$ cat src/rtl/input_debouncer.sv
// Per-line switch/sensor debouncer: synchronizer, persistence counter, change pulse, startup valid.
// Optional macro INPUT_DEBOUNCER_SYNC2_EN selects a two-flop synchronizer (default: single capture flop).

module input_debouncer_lane #(
  parameter int DEBOUNCE_CYCLES = 4,
  parameter int CW              = 3
) (
  input  logic Clock,
  input  logic Resetn,
  input  logic i_raw,
  output logic o_x,
  output logic o_upd
);

  logic          w_s;
  logic          w_diff;
  logic          r_x;
  logic [CW-1:0] r_cnt;

`ifdef INPUT_DEBOUNCER_SYNC2_EN
  logic [1:0] r_sync;
  always_ff @(posedge Clock or negedge Resetn) begin
    if (!Resetn) r_sync <= '0;
    else         r_sync <= {r_sync[0], i_raw};
  end
  assign w_s = r_sync[1];
`else
  logic r_sync;
  always_ff @(posedge Clock or negedge Resetn) begin
    if (!Resetn) r_sync <= 1'b0;
    else         r_sync <= i_raw;
  end
  assign w_s = r_sync;
`endif

  assign w_diff = w_s ^ r_x;
  assign o_upd  = w_diff && (r_cnt == CW'(DEBOUNCE_CYCLES - 1));

  // Any sample agreeing with x restarts qualification, so a glitch never moves x.
  always_ff @(posedge Clock or negedge Resetn) begin
    if (!Resetn) begin
      r_x   <= 1'b0;
      r_cnt <= '0;
    end else if (!w_diff) begin
      r_cnt <= '0;
    end else if (o_upd) begin
      r_x   <= w_s;
      r_cnt <= '0;
    end else begin
      r_cnt <= r_cnt + 1'b1;
    end
  end

  assign o_x = r_x;

endmodule

module input_debouncer #(
  parameter int N               = 3,
  parameter int DEBOUNCE_CYCLES = 4
) (
  input  logic         Clock,
  input  logic         Resetn,
  input  logic [N-1:0] raw,
  output logic [N-1:0] x,
  output logic         x_chg,
  output logic         x_valid
);

  localparam int CW = $clog2(DEBOUNCE_CYCLES + 1);

  logic [N-1:0]  w_x;
  logic [N-1:0]  w_upd;
  logic          r_chg;
  logic          r_valid;
  logic [CW-1:0] r_start;

  for (genvar i = 0; i < N; i++) begin : g_lane
    input_debouncer_lane #(
      .DEBOUNCE_CYCLES(DEBOUNCE_CYCLES),
      .CW             (CW)
    ) u_lane (
      .Clock (Clock),
      .Resetn(Resetn),
      .i_raw (raw[i]),
      .o_x   (w_x[i]),
      .o_upd (w_upd[i])
    );
  end

  // Simultaneous lane updates collapse into one pulse.
  always_ff @(posedge Clock or negedge Resetn) begin
    if (!Resetn) r_chg <= 1'b0;
    else         r_chg <= |w_upd;
  end

  // Valid rises on the DEBOUNCE_CYCLES-th edge after reset release, then sticks.
  always_ff @(posedge Clock or negedge Resetn) begin
    if (!Resetn) begin
      r_start <= '0;
      r_valid <= 1'b0;
    end else if (!r_valid) begin
      if (r_start == CW'(DEBOUNCE_CYCLES - 1)) r_valid <= 1'b1;
      else                                      r_start <= r_start + 1'b1;
    end
  end

  assign x       = w_x;
  assign x_chg   = r_chg;
  assign x_valid = r_valid;

endmodule

$ cat config.mk
export PLATFORM = sky130hd
export DESIGN_NAME = input_debouncer
export DESIGN_NICKNAME = d
export VERILOG_FILES = /design/src/rtl/input_debouncer.sv
export SDC_FILE = /design/constraint.sdc
export NUM_CORES = 1
export LEC_CHECK = 0
export CAP_MARGIN = 20
export CORE_MARGIN = 2
export CORE_UTILIZATION = 26
export CTS_BUF_LIST = sky130_fd_sc_hd__clkbuf_8
export DETAILED_ROUTE_END_ITERATION = 8
export GPL_TIMING_DRIVEN = 0
export PLACE_DENSITY = 0.44
export SETUP_SLACK_MARGIN = 0.5
export SLEW_MARGIN = 20
export SYNTH_ARGS = -nofsm -noshare
export SYNTH_HDL_FRONTEND = slang
export SYNTH_SLANG_ARGS = --single-unit
$ cat constraint.sdc
create_clock -name Clock -period 4.3 [get_ports Clock]
set_input_delay 0.86 -clock Clock [delete_from_list [all_inputs] [get_ports Clock]]
set_output_delay 0.86 -clock Clock [all_outputs]
set_load 0.1 [all_outputs]
==> impl_metrics.csv, run 1 <==
group,metric,value,unit
outcome,status,"completed",
placement,post-place-ws,1801,ps
floorplan,io_pins,10,
setup_path,slowest_stage,"clkdlybuf4s50_1",
synthesis,yosys-top-cells-area,"dfrtp_1 62%, ha_1 7.7%, mux2_1 5.6%, nor3b_1 3.7%, xor2_1 3.3%",
setup_path,worstSetupPathType,"reg2out",
floorplan,start_util,26.92,%
power,switching_power,0.2694,mW
cells_and_area,drive_above_1_share,15.71,%
setup_path,rrSetupSlack,2820,ps
power,p_seq_share,35.8,%
worst_hold_path,hold_path_depth,1,
cells_and_area,finalNonFillerCells,103,
synthesis,yosysTopAreaCellShare,61.92,%
synthesis,synthesis.nets,67,
sta,tightest_slew,961.7,ps
setup_path,r2r_start,"r_start[0]",
clock_tree,clock_sinks,20,
synthesis,synth_top_area_cell,"dfrtp_1",
power,power_frac_comb,38.9,%
detailed_routing,drt-total-wl,1040,µm
sta,slew_headroom,35.69,%
cells_and_area,layout_common_cells,"20 x dfrtp_1, 9 x clkdlybuf4s50_1, 5 x ha_1, 4 x nor3b_1, 4 x mux2_1",
clock_tree,htree_levels,1,
detailed_routing,drc,0,
placement,hpwl,796.5,µm
power,p_leak,0.4434,nW
clock_tree,root_buffer,"clkbuf_8",
power,cellPowerDensity,714.6,nW/µm²
worst_hold_path,holdPathEnd,"g_lane[0].u_lane.r_cnt[0]",
clock_tree,holdBufCountCts,0,
synthesis,syn_inst,57,
synthesis,synth.cell_area,808.3,µm²
synthesis,avgSynthCellArea,14.18,µm²
setup_path,path_cells,"buf_4 > clkdlybuf4s50_1",
setup_path,max_stage_delay,1110,ps
sta,worst_slack,1537,ps
cells_and_area,area_delta_synth_final,25.08,%
setup_path,r2r_cells,4,
detailed_routing,viasPerCell,4.233,
clock_tree,cts_buffer_depth,2,
placement,gp_congestion,0.6726,
global_routing,grt_first_pass_wirelength,1945,µm
global_routing,antenna_found_initial,0,
power,power,0.7225,mW
sta,grt_setup_unrepaired,"false",
floorplan,dieWidth,59.76,µm
setup_path,critPathCaptureType,"primary output",
detailed_routing,wl_per_cell,10.10,µm
setup_path,worstSetupStartpointType,"register",
synthesis,yosysWarnings,0,
clock_tree,cts_setup_buffers,0,
clock_tree,tritoncts.num_buffers,3,
global_routing,grt_usage,7.820,%
clock_tree,clkTransAtPathRegs,70,ps
synthesis,synth_seq_cells,20,
setup_path,crit_arrival,1900,ps
sta,tns,0,ps
sta,finalCriticalPeriod,2763,ps
placement,place_inst,99,
global_routing,grt.overflow.total,0,
detailed_routing,drtPass1Iterations,2,
power,switching_share,37.29,%
synthesis,synth_seq_area_share,61.92,%
worst_hold_path,worstHoldStart,"g_lane[0].u_lane.r_cnt[0]",
cells_and_area,nets,81,
floorplan,core_region_area,3003,µm²
floorplan,dieArea,3571,µm²
placement,port_buffers,9,
global_routing,grt_max_degree,21,
cells_and_area,final_common_cell,"dfrtp_1",
sta,finalMaxSlewViolations,0,
clock_tree,cts_tree,"done",
power,peakVddDrop,222.3,µV
setup_path,crit_required,3440,ps
detailed_routing,first_iter_violations,6,
clock_tree,cts-resized-gates,0,
detailed_routing,postRouteAntennaNets,0,
floorplan,die_h,59.76,µm
sta,hold_viol,0,
worst_hold_path,min_path_type,"reg2reg",
sta,worst_clock_skew,5.191,ps
sta,finalSetupViolCount,0,
setup_path,r2r-end,"r_start[1]",
synthesis,yosysUniqueCellTypes,18,
power,p_clk_share,25.3,%
sta,fmax,361.9,MHz
detailed_routing,vias,436,
floorplan,std_cell_rows,20,
sta,fin_hold_ws,446.5,ps
clock_tree,insertion_delay,250,ps
global_routing,grt_pass1_vias,453,
power,p_int,0.4531,mW
cells_and_area,n_fill_cell,310,
setup_path,critPathMaxFanout,4,
job,maxCapViolations,0,
sta,period_share,64.26,%
cells_and_area,n_antenna_cell,0,
per-stage QoR:
| step | utilization (%) | cell area [µm²] |
|---|---|---|
| after floorplan | - | 808.3 |
| after global placement | 31.29 | 939.7 |
| after detailed placement | 31.29 | 939.7 |
| after CTS | 33.67 | 1011 |
| after global routing | 33.67 | 1011 |
| final | 33.67 | 1011 |
cells in the mapped netlist:
cell and count:
dfrtp_1 20, ha_1 5, mux2_1 4, nor3b_1 4, buf_4 3, nor2b_1 3, nor3_1 3, xor2_1 3
and2_1 2, xnor2_1 2, a21oi_1 1, a221o_1 1, inv_1 1, inv_2 1, nor2_1 1, nor2_2 1
nor2b_2 1, xnor2_2 1
logic make-up after synthesis:
| family | after synthesis | share of synthesized area, % |
|---|---|---|
| DFF | 20 | 61.92 |
| and+or+nand+nor | 15 | 11.76 |
| xor gates and xnor gates | 6 | 7.432 |
| buffers and inverters | 5 | 3.714 |
| adders and majority gates | 5 | 7.740 |
| muxes | 4 | 5.572 |
| AOI/OAI and AO/OA | 2 | 1.857 |
worst max-delay path by stage:
stage	start	end	slack [ps]	cells past startpoint
after floorplan	x_valid	x_valid	2530	0
after global placement	g_lane[1].u_lane.o_x	x[1]	1810	2
after detailed placement	g_lane[1].u_lane.o_x	x[1]	1800	2
after CTS	g_lane[1].u_lane.o_x	x[1]	1510	2
after global routing	g_lane[2].u_lane.o_x	x[2]	1440	2
final	g_lane[1].u_lane.o_x	x[1]	1540	2
registers in the layout, summed over array words and instances (netlist names):
| register | cells |
|---|---|
| r_start | 3 |
| g_lane.u_lane.r_sync | 3 |
| g_lane.u_lane.o_x | 3 |
| x_valid | 1 |
| x_chg | 1 |
| g_lane.u_lane.r_cnt | 9 |
area by class of cell:
cell class	count	area, µm²	area share (%)
well taps	33	41.29	4.084
clock inverters	1	30.03	2.970
repair buffers	9	90.09	8.911
flip-flops and latches	20	500.5	49.50
multi-input cells	32	277.8	27.48
plain buffers	3	22.52	2.228
clock buffers	3	41.29	4.084
inverters	2	7.507	0.7426
routing by layer:
layer / part of all wire [%] / global-route usage, % / wire length, µm
met5: 0 / 0 / 0
met4: 2.6 / 5.714 / 27
met3: 2.9 / 3.247 / 30
met2: 49 / 10.87 / 512
met1: 45 / 9.582 / 469
power groups by stage:
stage	Combinational, mW	Sequential (mW)	Clock (mW)
after detailed placement	0.285	0.264	0
after CTS	0.286	0.260	0.192
after global routing	0.303	0.267	0.200
after floorplan	0.207	0.282	0
final	0.281	0.259	0.183
after global placement	0.286	0.262	0
worst max-delay path: cells and delay by family (launching register included):
family	cells	cell delay, ps
flops	1	410
buf+inv	2	1240
Power figures use the tool's default switching activity.
==> inputs of run 2 (changes only) <==
- clock period: 4.3 -> 2.6 ns (I/O delays scaled with it)
==> run 2 against run 1 <==
Compared with the run above: total power increased by 63%; count of clock-buffer cells in the layout is the same; sequential share of layout area up 0.25 points; first-iteration DRC count is the same; clock power is 66% higher; sequential power up 65%; global-route usage about the same; critical endpoint is now x_valid; largest power group unchanged.
==> impl_metrics.csv, run 2 (synthesized netlist as in run 1, its figures left out) <==
group,metric,value,unit
sta,period_share,76.48,%
detailed_routing,wl_per_cell,10.10,µm
cells_and_area,multi_input_area,277.8,µm²
setup_path,r2r_start,"r_start[0]",
cells_and_area,drive_above_1_share,20.00,%
clock_tree,htree_levels,1,
power,switching_share,37.78,%
global_routing,grt.overflow.total,0,
clock_tree,cts_buffer_depth,2,
setup_path,worstSetupPathType,"reg2out",
setup_path,critPathMaxFanout,2,
power,p_clk_share,25.7,%
sta,grt_setup_unrepaired,"false",
sta,fmax,502.9,MHz
power,power_frac_comb,38.0,%
floorplan,start_util,26.92,%
job,maxCapViolations,0,
detailed_routing,first_iter_violations,6,
cells_and_area,n_fill_cell,308,
setup_path,crit_required,2080,ps
clock_tree,clkTransAtPathRegs,70,ps
sta,tightest_slew,951.4,ps
worst_hold_path,worstHoldStart,"g_lane[0].u_lane.r_cnt[0]",
global_routing,grt_max_degree,21,
setup_path,worstSetupStartpointType,"register",
sta,worst_slack,611.6,ps
setup_path,cp_top_family,"buffers and inverters",
sta,finalCriticalPeriod,1988,ps
power,switching_power,0.4453,mW
placement,hpwl,796.5,µm
global_routing,grt_first_pass_wirelength,1959,µm
power,cellPowerDensity,1172,nW/µm²
setup_path,startpoint,"x_valid",
setup_path,critPathCaptureType,"primary output",
floorplan,std_cell_rows,20,
setup_path,slowest_stage,"dlygate4sd2_1",
setup_path,crit_arrival,1470,ps
placement,place_inst,99,
floorplan,dieArea,3571,µm²
cells_and_area,largest_reg_flops,9,
detailed_routing,drc,0,
clock_tree,tritoncts.num_buffers,3,
floorplan,die_h,59.76,µm
floorplan,core_region_area,3003,µm²
cells_and_area,utilization,33.50,%
clock_tree,cts-resized-gates,9,
floorplan,io_pins,10,
sta,finalSetupViolCount,0,
cells_and_area,layout_common_cells,"20 x dfrtp_1, 5 x ha_1, 4 x nor3b_1, 4 x mux2_1, 4 x clkdlybuf4s50_1",
detailed_routing,drtPass1Iterations,2,
sta,fin_hold_ws,446.5,ps
clock_tree,holdBufCountCts,0,
worst_hold_path,min_path_type,"reg2reg",
clock_tree,root_buffer,"clkbuf_8",
clock_tree,cts_setup_buffers,0,
cells_and_area,register_area,500.5,µm²
sta,worst_clock_skew,5.191,ps
cells_and_area,finalNonFillerCells,103,
clock_tree,insertion_delay,250,ps
global_routing,antenna_found_initial,0,
power,p_seq_share,36.3,%
clock_tree,cts_tree,"done",
placement,post-place-ws,440.7,ps
sta,slew_headroom,36.83,%
power,peakVddDrop,367.5,µV
cells_and_area,n_antenna_cell,0,
cells_and_area,nets,81,
setup_path,critPathBufInv,1,
sta,finalMaxSlewViolations,0,
global_routing,grt_usage,7.865,%
sta,tns,0,ps
cells_and_area,final_common_cell,"dfrtp_1",
placement,gp_congestion,0.6726,
setup_path,path_cells,"dlygate4sd2_1",
setup_path,max_stage_delay,860,ps
cells_and_area,top_register,"g_lane.u_lane.r_cnt",
placement,port_buffers,9,
sta,hold_viol,0,
detailed_routing,postRouteAntennaNets,0,
detailed_routing,viasPerCell,4.233,
cells_and_area,area_delta_synth_final,24.46,%
clock_tree,clock_sinks,20,
global_routing,grt_pass1_vias,459,
detailed_routing,drt-total-wl,1040,µm
power,p_int,0.7332,mW
power,p_leak,0.4475,nW
detailed_routing,vias,436,
outcome,status,"completed",
floorplan,dieWidth,59.76,µm
## run 2: cell types whose count changed in the layout (fill, tap and decap cells not counted)
cell and delta:
dlygate4sd2_1 +2, clkdlybuf4s15_2 +2, clkdlybuf4s50_1 -5, clkbuf_2 +1
## run 2: through the flow
stage / power, mW / instance area (µm²)
5_1_grt: 1.258 / 1006
6_report: 1.179 / 1006
4_1_cts: 1.205 / 1010
3_3_place_gp: 0.9072 / 939.7
3_5_place_dp: 0.9076 / 939.7
2_1_floorplan: 0.8089 / 808.3
## run 2: power by group through the flow
stage / sequential, mW / clock [mW] / combinational, mW
CTS: 0.430 / 0.317 / 0.458
finish: 0.428 / 0.303 / 0.448
global placement: 0.434 / 0 / 0.473
global route: 0.441 / 0.331 / 0.486
detailed placement: 0.436 / 0 / 0.471
floorplan: 0.467 / 0 / 0.342
## run 2: routing by layer
metal | vias up | wire, µm | track usage, %
li1 | 215 | - | -
met1 | 212 | 469 | 9.582
met2 | 7 | 511 | 11.02
met3 | 2 | 31 | 3.247
met4 | 0 | 27 | 5.714
met5 | - | 0 | 0
## run 2: final cells by class
cell class              instances  area share (%)
flip-flops and latches         20           49.75
multi-input cells              32           27.61
repair buffers                  9           8.458
clock buffers                   3           4.104
well taps                      33           4.104
clock inverters                 1           2.985
plain buffers                   3           2.239
inverters                       2          0.7463
## run 2: path summary, 6_finish.rpt
path                                              to  slack, ps  cells after the start
hold reg to reg            g_lane[0].u_lane.r_cnt[0]        450                      1
max in group asynchronous  g_lane[0].u_lane.r_cnt[0]       1310                      1
setup / recovery                             x_valid        610                      1
setup reg to reg                          r_start[1]       1120                      4
hold / removal             g_lane[0].u_lane.r_cnt[0]        450                      1
min in group asynchronous  g_lane[0].u_lane.r_cnt[2]        760                      1
==> inputs of run 3 (changes only) <==
- clock period: 2.6 -> 1.9 ns (I/O delays scaled with it)
==> run 3 against run 2 <==
Compared with the run above: clock power up 41%; non-clock buffer count rose by 1; global-route usage decreased by 0.41 points; first-iteration DRC count decreased by 17%; register-to-register slack lost 560 ps; largest cell class unchanged; design area up 4.5%.
==> impl_metrics.csv, run 3 (synthesized netlist as in run 1, its figures left out) <==
group,metric,value,unit
setup_path,r2r_start,"r_start[0]",
clock_tree,insertion_delay,260,ps
setup_path,crit_arrival,1010,ps
power,p_seq_share,34.1,%
placement,post-place-ws,-112.6,ps
floorplan,dieArea,3571,µm²
placement,place_inst,99,
cells_and_area,largest_reg_flops,9,
outcome,status,"completed",
power,power,1.732,mW
setup_path,r2r-end,"r_start[1]",
floorplan,die_h,59.76,µm
worst_hold_path,min_path_type,"in2async",
sta,tns,0,ps
setup_path,worstSetupPathType,"reg2out",
setup_path,r2r_cells,4,
cells_and_area,final_cell_area,1051,µm²
clock_tree,clkTransAtPathRegs,80,ps
global_routing,grt.overflow.total,0,
detailed_routing,drt-total-wl,1143,µm
global_routing,grt_max_degree,21,
detailed_routing,drc,0,
setup_path,worstSetupStartpointType,"register",
cells_and_area,finalNonFillerCells,104,
power,cellPowerDensity,1648,nW/µm²
cells_and_area,n_fill_cell,299,
sta,fin_hold_ws,236.0,ps
clock_tree,clock_sinks,20,
power,power_frac_comb,41.3,%
power,switching_power,0.6445,mW
sta,worst_clock_skew,3.982,ps
placement,port_buffers,9,
job,maxCapViolations,0,
sta,finalSetupViolCount,0,
detailed_routing,viasPerCell,4.240,
cells_and_area,area_delta_synth_final,30.03,%
power,p_clk_share,24.6,%
detailed_routing,first_iter_violations,5,
clock_tree,tritoncts.num_buffers,3,
setup_path,critPathCaptureType,"primary output",
floorplan,start_util,26.92,%
clock_tree,cts_tree,"done",
power,p_leak,0.4743,nW
global_routing,grt_usage,7.457,%
power,switching_share,37.21,%
sta,slew_headroom,39.85,%
setup_path,critPathMaxFanout,3,
sta,tightest_slew,900.8,ps
cells_and_area,n_antenna_cell,0,
floorplan,core_region_area,3003,µm²
power,peakVddDrop,426.2,µV
cells_and_area,drive_above_1_share,25.35,%
floorplan,io_pins,10,
clock_tree,cts_buffer_depth,2,
power,p_int,1.087,mW
detailed_routing,wl_per_cell,10.99,µm
sta,hold_viol,0,
setup_path,rrSetupSlack,560,ps
placement,hpwl,807,µm
global_routing,grt_first_pass_wirelength,1911,µm
floorplan,std_cell_rows,20,
cells_and_area,register_area,501.7,µm²
sta,fmax,717.4,MHz
sta,worst_slack,506.1,ps
detailed_routing,postRouteAntennaNets,0,
cells_and_area,layout_common_cells,"19 x dfrtp_1, 5 x ha_1, 4 x nor3b_1, 4 x mux2_1",
cells_and_area,final_common_cell,"dfrtp_1",
sta,period_share,73.36,%
floorplan,dieWidth,59.76,µm
sta,finalCriticalPeriod,1394,ps
global_routing,antenna_found_initial,0,
cells_and_area,top_register,"g_lane.u_lane.r_cnt",
placement,gp_congestion,0.6255,
sta,grt_setup_unrepaired,"true",
clock_tree,root_buffer,"clkbuf_8",
global_routing,grt_pass1_vias,440,
cells_and_area,nets,82,
clock_tree,htree_levels,1,
detailed_routing,vias,441,
cells_and_area,utilization,35.00,%
setup_path,crit_required,1520,ps
placement,placed_cell_area,945.9,µm²
detailed_routing,drtPass1Iterations,2,
cells_and_area,multi_input_area,282.8,µm²
sta,finalMaxSlewViolations,0,
-- run 3: layer usage --
layer	share of wire, %	vias to the layer above	GRT usage (%)
li1	-	217	-
met1	48	216	9.030
met2	47	6	11.18
met3	2.2	2	1.299
met4	2.2	0	6.667
met5	0	-	0
-- run 3: power groups by stage --
| stage | sequential (mW) | clock, mW | combinational (mW) |
|---|---|---|---|
| 2_1_floorplan | 0.639 | 0 | 0.468 |
| 3_3_place_gp | 0.594 | 0 | 0.648 |
| 3_5_place_dp | 0.596 | 0 | 0.645 |
| 4_1_cts | 0.587 | 0.435 | 0.660 |
| 5_1_grt | 0.603 | 0.454 | 0.766 |
| 6_report | 0.590 | 0.426 | 0.716 |
-- run 3: how the worst max path moves through the flow --
stage / start / end / slack, ps / depth (start not counted)
floorplan: r_start[0] / r_start[1] / 530 / 4
global placement: g_lane[0].u_lane.o_x / x[0] / -110 / 2
detailed placement: g_lane[0].u_lane.o_x / x[0] / -110 / 2
CTS: g_lane[0].u_lane.o_x / x[0] / 430 / 2
global route: g_lane[0].u_lane.o_x / x[0] / 450 / 2
finish: g_lane[0].u_lane.o_x / x[0] / 510 / 2
-- run 3: timing repair --
action / in CTS / in global routing
gates cloned: 0 / 0
buffers inserted: 1 / 0
hold buffers: 0 / 0
endpoints found under the setup margin: 6 / 5
resized for setup: 32 / 8
pin swaps: 1 / 0
-- run 3: area by class of cell --
type	instances	area share [%]
sequential	20	47.74
multi-input combinational	32	26.90
timing repair buffer	10	11.07
clock buffer	3	3.929
tap	33	3.929
clock inverter	1	2.857
buffer	3	2.857
inverter	2	0.7143
-- run 3: worst max-delay path: stages (launching register included) --
cell and delay [ps]:
dfrtp_1 410, buf_4 130, buf_6 210
